[src/rtl/bicubic_fetch.sv]
// Operand fetch for the bicubic core: reads the 4-tap pixel neighbourhood with row-edge clamping
// and forms x, x^2, x^3 (Q0.8) on one shared multiplier, then offers the set on a valid/ready port.
module bicubic_fetch #(
    parameter int IMG_W = 32,
    parameter int AW    = 5
) (
    input  logic          clk,
    input  logic          rst,
    input  logic          start,
    input  logic [AW-1:0] pos_int,
    input  logic [7:0]    pos_frac,
    output logic          busy,
    output logic          mem_rd,
    output logic [AW-1:0] mem_addr,
    input  logic [7:0]    mem_q,
    output logic [7:0]    p_m1,
    output logic [7:0]    p_0,
    output logic [7:0]    p_1,
    output logic [7:0]    p_2,
    output logic [7:0]    x_0,
    output logic [7:0]    x_1,
    output logic [7:0]    x_2,
    output logic [7:0]    x_3,
    output logic          out_valid,
    input  logic          out_ready
);

    typedef enum logic [1:0] {
        S_IDLE,
        S_READ,
        S_LAST,
        S_OUT
    } state_t;

    localparam logic [AW:0] LAST_IDX = (AW+1)'(IMG_W - 1);

    state_t        state_q, state_d;
    logic [1:0]    k_q, k_d;
    logic [AW-1:0] i_q, i_d;
    logic [7:0]    x1_q, x1_d, x2_q, x2_d, x3_q, x3_d;
    logic [7:0]    pm1_q, pm1_d, p0_q, p0_d, p1_q, p1_d, p2_q, p2_d;

    logic [AW:0]   i_ext, i_inc1, i_inc2, addr_ext;
    logic [7:0]    mul_b, mul_res;
    logic [15:0]   mul_prod, mul_rnd;

    // k=0 squares x; k=1 reuses the same multiplier for x^2 * x.
    assign mul_b    = (k_q == 2'd0) ? x1_q : x2_q;
    assign mul_prod = 16'(x1_q) * 16'(mul_b);
    assign mul_rnd  = mul_prod + 16'd128;
    assign mul_res  = mul_rnd[15:8];

    assign i_ext  = {1'b0, i_q};
    assign i_inc1 = i_ext + (AW+1)'(1);
    assign i_inc2 = i_ext + (AW+1)'(2);

    // NOTE: every signal written in an always_comb gets a default first so no latch is inferred.
    always_comb begin
        addr_ext = '0;
        case (k_q)
            2'd0: addr_ext = (i_q == '0) ? '0 : i_ext - (AW+1)'(1);
            2'd1: addr_ext = i_ext;
            2'd2: addr_ext = (i_inc1 > LAST_IDX) ? LAST_IDX : i_inc1;
            2'd3: addr_ext = (i_inc2 > LAST_IDX) ? LAST_IDX : i_inc2;
            default: addr_ext = '0;
        endcase
    end

    always_comb begin
        state_d = state_q;
        k_d     = k_q;
        i_d     = i_q;
        x1_d    = x1_q;
        x2_d    = x2_q;
        x3_d    = x3_q;
        pm1_d   = pm1_q;
        p0_d    = p0_q;
        p1_d    = p1_q;
        p2_d    = p2_q;
        case (state_q)
            S_IDLE: begin
                if (start) begin
                    i_d     = pos_int;
                    x1_d    = pos_frac;
                    k_d     = 2'd0;
                    state_d = S_READ;
                end
            end
            S_READ: begin
                k_d = k_q + 2'd1;
                // mem_q always holds the tap addressed one cycle earlier.
                case (k_q)
                    2'd0: x2_d = mul_res;
                    2'd1: begin
                        x3_d  = mul_res;
                        pm1_d = mem_q;
                    end
                    2'd2: p0_d = mem_q;
                    2'd3: begin
                        p1_d    = mem_q;
                        state_d = S_LAST;
                    end
                    default: ;
                endcase
            end
            S_LAST: begin
                p2_d    = mem_q;
                state_d = S_OUT;
            end
            S_OUT: begin
                if (out_ready) state_d = S_IDLE;
            end
            default: state_d = S_IDLE;
        endcase
    end

    // NOTE: sequential state is updated with non-blocking assignments only.
    always_ff @(posedge clk or posedge rst) begin
        if (rst) begin
            state_q <= S_IDLE;
            k_q     <= '0;
            i_q     <= '0;
            x1_q    <= '0;
            x2_q    <= '0;
            x3_q    <= '0;
            pm1_q   <= '0;
            p0_q    <= '0;
            p1_q    <= '0;
            p2_q    <= '0;
        end else begin
            state_q <= state_d;
            k_q     <= k_d;
            i_q     <= i_d;
            x1_q    <= x1_d;
            x2_q    <= x2_d;
            x3_q    <= x3_d;
            pm1_q   <= pm1_d;
            p0_q    <= p0_d;
            p1_q    <= p1_d;
            p2_q    <= p2_d;
        end
    end

    assign busy      = (state_q != S_IDLE);
    assign mem_rd    = (state_q == S_READ);
    assign mem_addr  = mem_rd ? addr_ext[AW-1:0] : '0;
    assign out_valid = (state_q == S_OUT);
    assign p_m1      = pm1_q;
    assign p_0       = p0_q;
    assign p_1       = p1_q;
    assign p_2       = p2_q;
    assign x_0       = 8'hFF;
    assign x_1       = x1_q;
    assign x_2       = x2_q;
    assign x_3       = x3_q;

endmodule

[config.mk]
export PLATFORM = sky130hd
export DESIGN_NAME = bicubic_fetch
export DESIGN_NICKNAME = d
export VERILOG_FILES = /design/src/rtl/bicubic_fetch.sv
export SDC_FILE = /design/constraint.sdc
export NUM_CORES = 1
export LEC_CHECK = 0
export BUFFER_PORTS_ARGS = -buffer_cell sky130_fd_sc_hd__buf_2
export CORE_MARGIN = 1.5
export CORE_UTILIZATION = 58
export CTS_BUF_LIST = sky130_fd_sc_hd__clkbuf_2 sky130_fd_sc_hd__clkbuf_4 sky130_fd_sc_hd__clkbuf_8
export CTS_CLUSTER_SIZE = 30
export DETAILED_ROUTE_END_ITERATION = 10
export PLACE_DENSITY_LB_ADDON = 0.12
export SLEW_MARGIN = 10
export SYNTH_ARGS = -nofsm -noshare
export SYNTH_HDL_FRONTEND = slang
export SYNTH_SLANG_ARGS = --single-unit
[constraint.sdc]
create_clock -name clk -period 6.69 [get_ports clk]
set_input_delay 0.669 -clock clk [delete_from_list [all_inputs] [get_ports clk]]
set_output_delay 0.669 -clock clk [all_outputs]
set_load 0.02 [all_outputs]
# Yosys cells after proc, flatten, opt, wreduce, memory -nomap -nowiden
# Index checks and enable logic that the tools add are counted.
[word_totals]
register_bits = 65
input_bits = 25
output_inout_bits = 72
elab_cells = 51
[classes]
n_addsub = 5
multipliers = 1
order_cmp = 2
eq_ne = 9
muxes = 12
reduce_logical = 12
[ops]
columns = ["cell", "count"]
rows = [
  ["two-way mux 5 bit", 4],
  ["case mux 5 bit (4 select lines)", 1],
  ["adder 16 x 8 -> 16 bit, second input constant", 1],
  ["multiplier 8 x 8 -> 16 bit", 1],
  ["> comparator 6 x 5 -> 1 bit, second input constant", 2],
  ["AND reduction 2 bit", 6],
  ["equality test 2 bit, second input constant", 4],
  ["two-way mux 2 bit", 4],
  ["two-way mux 8 bit", 1],
  ["case mux 2 bit (4 select lines)", 1],
  ["adder 5 x 1 -> 6 bit, second input constant", 1],
  ["adder 5 x 2 -> 6 bit, second input constant", 1],
  ["zero test 5 bit", 1],
  ["subtractor 5 x 1 -> 5 bit, second input constant", 1],
  ["equality test 2 x 1 -> 1 bit, second input constant", 2],
  ["zero test 2 bit", 2],
  ["!= test 2 x 1 -> 1 bit, second input constant", 2],
  ["case mux 2 bit (2 select lines)", 1],
  ["nonzero test 2 bit", 2],
  ["AND reduction 3 bit", 1],
  ["adder 2 x 1 -> 2 bit, second input constant", 1],
  ["!= test 2 bit, second input constant", 1],
]

# Longest topological paths before layout
# Gate-level depths: netlist (run 1).
[depth]
ltp_word = 5
depth_mapped = 20
depth_no_buf = 18

# Worst setup path before layout (run 1)
# No wires, ideal clock.
[synth_path]
kind = "register to register"
startpoint = "reg k_q[0]"
endpoint = "reg x2_q[3] (netlist: x_2[3])"
t_arrival_ns = 4.745
required_ns = 6.565
setup_slack_ns = 1.821
path_stages_with_launch = 20
path_buffers = 2
synth_period_minus_slack_ns = 4.869
cell_sequence = "dfrtp_1 -> inv_1 -> ha_1 -> buf_6 -> buf_2 -> mux2i_1 -> nand2b_1 -> fa_1 -> fa_1 -> inv_1 -> fa_1 -> inv_1 -> fa_1 -> inv_1 -> ha_1 -> o21a_4 -> or2_4 -> a31oi_2 -> xnor2_1 -> mux2_2"
[synth_via]
elab_chain_len = 4
word_cells_on_any_way = 5
[synth_lines]
columns = ["item", "line_no", "source"]
rows = [
  ["start, declared", "38", "logic [1:0] k_q, k_d;"],
  ["start signal, assigned", "132", "k_q <= k_d;"],
  ["zero test 2 bit (*)", "48, 92", ""],
  ["two-way mux 8 bit", "48", "assign mul_b = (k_q == 2'd0) ? x1_q : x2_q;"],
  ["multiplier 8 x 8 -> 16 bit", "49", "assign mul_prod = 16'(x1_q) * 16'(mul_b);"],
  ["adder 16 x 8 -> 16 bit", "50", "assign mul_rnd = mul_prod + 16'd128;"],
  ["end signal, assigned", "124", "x2_q <= '0;"],
  ["end signal, assigned", "135", "x2_q <= x2_d;"],
  ["end, declared", "40", "logic [7:0] x1_q, x1_d, x2_q, x2_d, x3_q, x3_d;"],
]
# Mark *: on every way between the ends. The rest lies on a longest branch, timed or not.
# A chain may end at the register's enable or synchronous reset.

# Worst setup path after layout (run 1)
[layout_path]
startpoint = "reg k_q[0]"
endpoint = "reg x2_q[5] (netlist: x_2[5])"
# The elaborated chain is that of the path after synthesis.

==> impl_metrics.toml, run 1 <==
[setup_path]
critical_path_required_ps = 6930
path_max_fanout = 27
crit_top_cell = "inv_1"
cp-end-kind = "register"
max_stage_delay_ps = 890
critPathLaunchType = "register"
worstPathCellList = "inv_1, ha_1, mux2i_1, nor2b_1, fa_1, inv_1, fa_1, inv_1, fa_1, inv_1, fa_1, inv_1, ha_1, o21a_4, o211a_1, a21boi_2, xnor2_1, mux2_2"
crit_family = "adder cells"
crit_arrival_ps = 6110
critPathKind = "reg2reg"
cpMaxStageDelayCell = "ha_1"
crit_buf_inv = 5

[drt]
dr.pass1.iters = 4
totalWireLength_um = 11100
dr.first_iter.drc_count = 81
drc_errors = 0
ant_nets = 0
post_drt_wl_per_cell_um = 15.9
via_per_inst = 5.50
num_vias = 3861

[sta]
setup_viol = 0
final.setup.tns_ps = 0
slew_headroom_pct = 26.8
max_freq_ghz = 0.170
slew_violations = 0
hold_violations = 0
fin_crit_sh_pct = 87.8
tightest_slew_ps = 1100
rsz0062_at_grt = "false"
finalCriticalPeriod_ps = 5880
fin_worst_skew_ps = 9.21

[clock_tree]
cts_hold_buf = 0
cts-resized-gates = 0
clockBufferDepth = 2
cts.sinks = 65
path_clk_slew_ps = 80
clk_latency_ps = 350
cts_buffers = 9
cts-root-buf = "clkbuf_8"
cts_htree_levels = 3
post_cts_buffers = 0
cts_tree = "done"

[grt]
grt_pass1_vias = 3847
antenna_found_initial = 0
grt_pass1_wl_um = 18300
grt_overflow = 0
grt_max_degree = 66
grt_use_total_pct = 23.9

[layout]
n_antenna_cell = 0
nets = 699
drive_gt1_share_pct = 28.6
final_cell_mix = "buf_2 (88), inv_1 (68), dfrtp_1 (65)"
utilization_pct = 67.5
syn2layout_area_growth_pct = 12.1
final_common_cell = "buf_2"
fill_cells = 721

[yosys]
synth_top_flop_cell = "dfrtp_1"
ys_ff_latch = 65
synth_area_um2 = 5270
synth_edf_count = 0
synth-async-reset-ratio_pct = 100
synth.avg_cell_area_um2 = 10.4
synth_seq_area_share_pct = 30.8
ys_top_cells_by_area = "dfrtp_1 (31%), fa_1 (13%), mux2_2 (12%)"
synth_warnings = 0
synthCells = 507
synth_top_area_cell = "dfrtp_1"
synth_top_area_share_pct = 30.8
ys_types = 49

[floorplan]
fp.coreArea_um2 = 8760
die_area_um2 = 9670
io_pins = 97
dieHeight_um = 98.4
die_x_um = 98.4
row_count = 34
start_util_pct = 60.2

[placement]
dp_hpwl_um = 8590
place.port_buffers = 88
routabilityCongestion = 0.883

[run_status]
status = "completed"

[job]
drv_cap = 0

[hold_path]
hold_class = "reg2reg"
## metrics by stage
| step | instances | hold slack [ps] | instance area [um^2] | setup slack, ps |
|---|---|---|---|---|
| 3_5_place_dp | 686 | 465 | 5740 | 830 |
| 4_1_cts | 702 | 483 | 5910 | 810 |
| 5_1_grt | 702 | 519 | 5910 | 499 |
| 6_report | 702 | 481 | 5910 | 815 |
| 2_1_floorplan | 514 | 499 | 5300 | 1820 |
| 3_3_place_gp | 686 | 462 | 5740 | 1040 |
## cells in the mapped netlist, types with 2 or more instances
| cell type | count |
|---|---|
| a21boi_0 | 2 |
| a21o_1 | 4 |
| a21oi_1 | 15 |
| a22oi_1 | 2 |
| a31oi_1 | 3 |
| a41oi_1 | 2 |
| and2_1 | 15 |
| and3_1 | 6 |
| buf_2 | 4 |
| buf_4 | 8 |
| buf_6 | 3 |
| clkbuf_1 | 10 |
| dfrtp_1 | 65 |
| fa_1 | 35 |
| ha_1 | 50 |
| inv_1 | 69 |
| mux2_2 | 56 |
| mux2i_1 | 7 |
| nand2_1 | 35 |
| nand2b_1 | 9 |
| nand3_1 | 6 |
| nand4_1 | 4 |
| nor2_1 | 7 |
| nor2b_1 | 28 |
| o211a_1 | 4 |
| o211ai_1 | 4 |
| o21a_1 | 8 |
| o21ai_0 | 16 |
| o22ai_1 | 2 |
| o31ai_1 | 5 |
| xnor2_1 | 4 |
| xor2_1 | 2 |
## flip-flops by register name, indices dropped and copies added, names as in the netlist
register,flops
state_q,2
x_2,8
x_1,8
p_m1,8
k_q,2
p_0,8
p_1,8
x_3,8
p_2,8
i_q,5
## routing by layer
metal,track usage [%],vias to the layer above,routed length (um)
li1,-,1843,-
met1,29.4,1907,4660
met2,42.1,98,5760
met3,4.51,13,520
met4,7.91,0,191
met5,0,-,0
## final timing paths
kind,startpoint,slack (ps),end,cells after the start
worst max register to register,k_q[0],810,x_2[5],18
worst min-delay path,x_3[6],480,x_3[6],2
worst max-delay path,k_q[0],810,x_2[5],18
min in group asynchronous,rst,540,x_1[5],3
worst min register to register,x_3[6],480,x_3[6],2
max in group asynchronous,rst,5620,x_2[5],3
## worst min-delay path, delay by kind of cell (launching register included)
family,cells,cell delay [ps]
AO/OA/AOI/OAI,1,50
AND/OR/NAND/NOR,1,50
flip-flops,1,350
## layout make-up
cell class / count / area, um^2 / area share [%]
clock buffers: 9 / 124 / 2.09
repair buffers: 90 / 455 / 7.70
inverters: 69 / 259 / 4.38
well taps: 108 / 135 / 2.29
clock inverters: 7 / 53.8 / 0.910
multi-input cells: 354 / 3260 / 55.1
flip-flops and latches: 65 / 1630 / 27.5
## logic make-up (layout without fill, tap and decap cells)
| logic type | Yosys count | count (layout) | synth area share [%] |
|---|---|---|---|
| fa+ha+maj | 85 | 85 | 25.1 |
| other cells | 1 | 8 | 0.0711 |
| compound gates | 77 | 77 | 10.1 |
| flops | 65 | 65 | 30.8 |
| xor+xnor | 6 | 6 | 0.996 |
| buf+inv | 95 | 175 | 7.85 |
| simple gates | 115 | 115 | 11.7 |
| mux | 63 | 63 | 13.3 |
Power of run 1 is not shown: default switching activity piles up to over one toggle a cycle in this logic, so the estimate is an artifact.
==> run 2, diff against run 1 <==
CORE_MARGIN = 4   (was 1.5)
RECOVER_POWER = 100   (was unset)
==> impl_metrics.toml, run 2 (synthesis results as in run 1) <==
[layout]
final_cell_mix = "inv_1 (69), dfrtp_1 (65), clkbuf_1 (65)"
drive_gt1_share_pct = 17.1
syn2layout_area_growth_pct = 11.0
nets = 701
final_common_cell = "inv_1"
n_antenna_cell = 0

[drt]
drc_errors = 0
via_per_inst = 5.60
dr.pass1.iters = 4
dr.first_iter.drc_count = 187
num_vias = 3944
ant_nets = 0
post_drt_wl_per_cell_um = 16.4
totalWireLength_um = 11600

[sta]
finalCriticalPeriod_ps = 5650
rsz0062_at_grt = "false"
fin_worst_skew_ps = 12.5
final.setup.tns_ps = 0
hold_violations = 0
fin_crit_sh_pct = 84.4
max_freq_ghz = 0.177
slew_violations = 66
slew_headroom_pct = -132
setup_viol = 0
tightest_slew_ps = 3480

[floorplan]
fp.coreArea_um2 = 8760
die_x_um = 103
dieHeight_um = 103
row_count = 34
io_pins = 97
die_area_um2 = 10700
start_util_pct = 60.2

[grt]
grt_overflow = 0
grt_pass1_wl_um = 19200
grt_pass1_vias = 3957
grt_max_degree = 66
antenna_found_initial = 0
grt_use_total_pct = 23.3

[clock_tree]
cts_tree = "done"
clockBufferDepth = 2
clk_latency_ps = 350
cts-root-buf = "clkbuf_8"
cts.sinks = 65
cts_htree_levels = 3
cts_hold_buf = 0
cts-resized-gates = 0
post_cts_buffers = 0
path_clk_slew_ps = 90
cts_buffers = 9

[job]
drv_cap = 1

[setup_path]
max_stage_delay_ps = 660
crit_buf_inv = 5
critPathLaunchType = "register"
crit_family = "adder cells"
crit_arrival_ps = 5870
critical_path_required_ps = 6910
cp-end-kind = "register"
critPathKind = "reg2reg"
path_max_fanout = 18
reg2reg_slack_ps = 1040
worstPathCellList = "inv_1, ha_1, mux2i_1, nor2b_1, fa_1, inv_1, fa_1, inv_1, fa_1, inv_1, fa_1, inv_1, ha_1, o21a_1, or2_0, a31oi_2, xnor2_1, mux2_2"
crit_top_cell = "inv_1"
cpMaxStageDelayCell = "ha_1"

[hold_path]
hold_class = "reg2reg"

[placement]
place.port_buffers = 88
dp_hpwl_um = 8920
routabilityCongestion = 0.868

[run_status]
status = "finished, violations left"
violations = "capacitance limit, slew limit"
## run 2: metal layers
| metal | vias up | routed length (um) | GRT usage [%] |
|---|---|---|---|
| met3 | 23 | 630 | 4.69 |
| met1 | 1965 | 4630 | 28.6 |
| met5 | - | 0 | 0 |
| met4 | 0 | 327 | 9.06 |
| li1 | 1851 | - | - |
| met2 | 105 | 5980 | 40.3 |
## run 2: worst paths after layout
| kind | from | to | depth (start not counted) |
|---|---|---|---|
| max | k_q[0] | x_3[3] | 18 |
| min | x_3[4] | x_3[4] | 2 |
| max reg2reg | k_q[0] | x_3[3] | 18 |
| min reg2reg | x_3[4] | x_3[4] | 2 |
| max in group asynchronous | rst | x_1[7] | 3 |
| min in group asynchronous | rst | p_0[6] | 3 |
## run 2: cell type report
class	instances	area (um^2)
Clock buffer	9	124
Clock inverter	7	77.6
Fill cell	780	2910
Inverter	69	259
Multi-Input combinational cell	354	3250
Sequential cell	65	1630
Tap cell	108	135
Timing Repair Buffer	92	384
## run 2: through the flow
step                      util, %  std cells  hold WS [ps]  worst slack [ps]  cell area, um^2
after floorplan                 -        514           499              1820             5300
after global placement       65.6        688           458              1290             5750
after detailed placement     65.6        688           470              1110             5750
after CTS                    67.9        704           491              1100             5950
after global routing         66.8        704           518               678             5850
final                        66.8        704           494              1040             5850
## run 2: tightest hold or removal path: stages, from the launching register on
cell and delay, ps:
dfrtp_1 360, nand2_1 50, o31ai_1 50
Power of run 2 is left out for the same reason.
==> run 3, diff against run 2 <==
ABC_AREA = 1   (was unset)
clock period = 5.4 ns   (was 6.69 ns; I/O delays follow)
==> impl_metrics.toml, run 3 <==
[sta]
fin_worst_skew_ps = 10.3
fin_crit_sh_pct = 92.9
max_freq_ghz = 0.199
slew_headroom_pct = -132
holdWs_ps = 427
setup_ws_ps = 384
tightest_slew_ps = 3480
hold_violations = 0
finalCriticalPeriod_ps = 5020
slew_violations = 66
final.setup.tns_ps = 0
rsz0062_at_grt = "false"
setup_viol = 0

[run_status]
status = "finished, violations left"
violations = "capacitance limit, slew limit"

[grt]
grt_pass1_wl_um = 20900
antenna_found_initial = 0
grt_overflow = 0
grt_use_total_pct = 25.8
grt_pass1_vias = 4449
grt_max_degree = 66

[layout]
n_antenna_cell = 0
final_cell_mix = "nand2_1 (116), inv_1 (106), nor2_1 (84)"
drive_gt1_share_pct = 8.68
seqCellArea_um2 = 1630
nets = 831
multi_input_area_um2 = 2990
fill_cells = 799
syn2layout_area_growth_pct = 11.3
fin_cells = 834
final_common_cell = "nand2_1"

[clock_tree]
cts-root-buf = "clkbuf_8"
cts_tree = "done"
clk_latency_ps = 360
path_clk_slew_ps = 80
cts_hold_buf = 0
cts.sinks = 65
clockBufferDepth = 2
cts_buffers = 9
cts_htree_levels = 3
post_cts_buffers = 0

[floorplan]
die_x_um = 102
fp.coreArea_um2 = 8680
io_pins = 97
start_util_pct = 59.5
die_area_um2 = 10500
dieHeight_um = 102
row_count = 34

[hold_path]
hold_class = "in2reg"

[drt]
dr.pass1.iters = 5
post_drt_wl_per_cell_um = 15.0
drc_errors = 0
ant_nets = 0
totalWireLength_um = 12500
dr.first_iter.drc_count = 199
num_vias = 4435
via_per_inst = 5.32

[yosys]
synth.avg_cell_area_um2 = 8.14
synth_top_flop_cell = "dfrtp_1"
yosysMostFrequentCell = "nand2_1"
synth_top_area_cell = "dfrtp_1"
ys_top_cells_by_area = "dfrtp_1 (31%), fa_1 (14%), ha_1 (12%)"
synth_warnings = 0
synth_seq_area_share_pct = 31.5
synth_top_area_share_pct = 31.5
synthCells = 635
synth-async-reset-ratio_pct = 100
synth_edf_count = 0
ys_ff_latch = 65
ys_types = 35
yosys-top-cells-count = "nand2_1 (116), inv_1 (106), nor2_1 (84), dfrtp_1 (65), ha_1 (50)"
synth_area_um2 = 5170

[placement]
dp_hpwl_um = 9790
routabilityCongestion = 0.959
dp_slack_ps = 285
place.port_buffers = 88
placed_cells = 818

[setup_path]
path_max_fanout = 12
critPathLaunchType = "register"
crit_arrival_ps = 5260
critical_path_required_ps = 5640
cp-end-kind = "register"
critPathKind = "reg2reg"

[job]
drv_cap = 1
==> run 3: cell types whose count changed after synthesis, sizes merged, moves of 21 or more <==
cell,before,now
a21oi,15,48
inv,69,110
mux2,56,0
nand2,35,118
nand3,6,27
nor2,7,85
nor2b,28,0
o21ai,16,50
==> run 3: logic make-up after synthesis <==
family | count (synthesis) | share of synthesized area (%)
adders and majority gates | 85 | 25.7
buffers and inverters | 132 | 11.0
AOI/OAI and AO/OA | 107 | 11.9
DFF | 65 | 31.5
xor gates and xnor gates | 6 | 1.02
other | 1 | 0.0726
and+or+nand+nor | 239 | 18.9
==> run 3: cell type report <==
class	instances	share of cell area, %
clock buffers	9	2.15
clock inverters	7	1.46
inverters	110	7.18
multi-input cells	445	52.0
flip-flops and latches	65	28.3
well taps	108	2.35
repair buffers	90	6.53
==> run 3: per-stage QoR <==
stage | util (%) | area (um^2)
6_report | 66.3 | 5750
2_1_floorplan | - | 5190
5_1_grt | 66.3 | 5750
3_3_place_gp | 64.9 | 5630
4_1_cts | 67.3 | 5840
3_5_place_dp | 64.9 | 5630
==> run 3: path summary, 6_finish.rpt <==
path | slack (ps) | endpoint | from | depth (start not counted)
worst max register to register | 380 | x_3[6] | k_q[0] | 20
worst max-delay path | 380 | x_3[6] | k_q[0] | 20
max in group asynchronous | 1920 | state_q[1] | rst | 3
worst min-delay path | 430 | x_1[6] | pos_frac[6] | 3
worst min register to register | 490 | x_3[7] | x_3[7] | 2
min in group asynchronous | 1500 | x_3[3] | rst | 3
==> run 3: layer usage <==
layer / track usage (%) / share of wire [%] / vias up
met5: 0 / 0 / -
met4: 12.4 / 3.5 / 0
met3: 5.32 / 6.4 / 36
met2: 43.0 / 49 / 159
met1: 32.1 / 41 / 2090
li1: - / - / 2150
==> run 3: repair_timing <==
action,in CTS,in global routing
endpoints found under the hold margin,0,0
resized for setup,0,1
endpoints found under the setup margin,0,9
==> run 3: worst max-delay path, stage by stage (launching register included) <==
cell     delay (ps)
dfrtp_1         400
inv_1           130
ha_2            350
inv_2           210
a21oi_2         340
nor2_1          100
fa_1            510
inv_1            50
fa_1            480
inv_1            60
fa_1            530
inv_1            60
fa_1            530
inv_1            40
ha_1            310
a21oi_1         200
o21ai_0         140
a21oi_1         200
nand3_1         110
nand3_1          90
nand2_1          60
Power of run 3 is left out for the same reason.
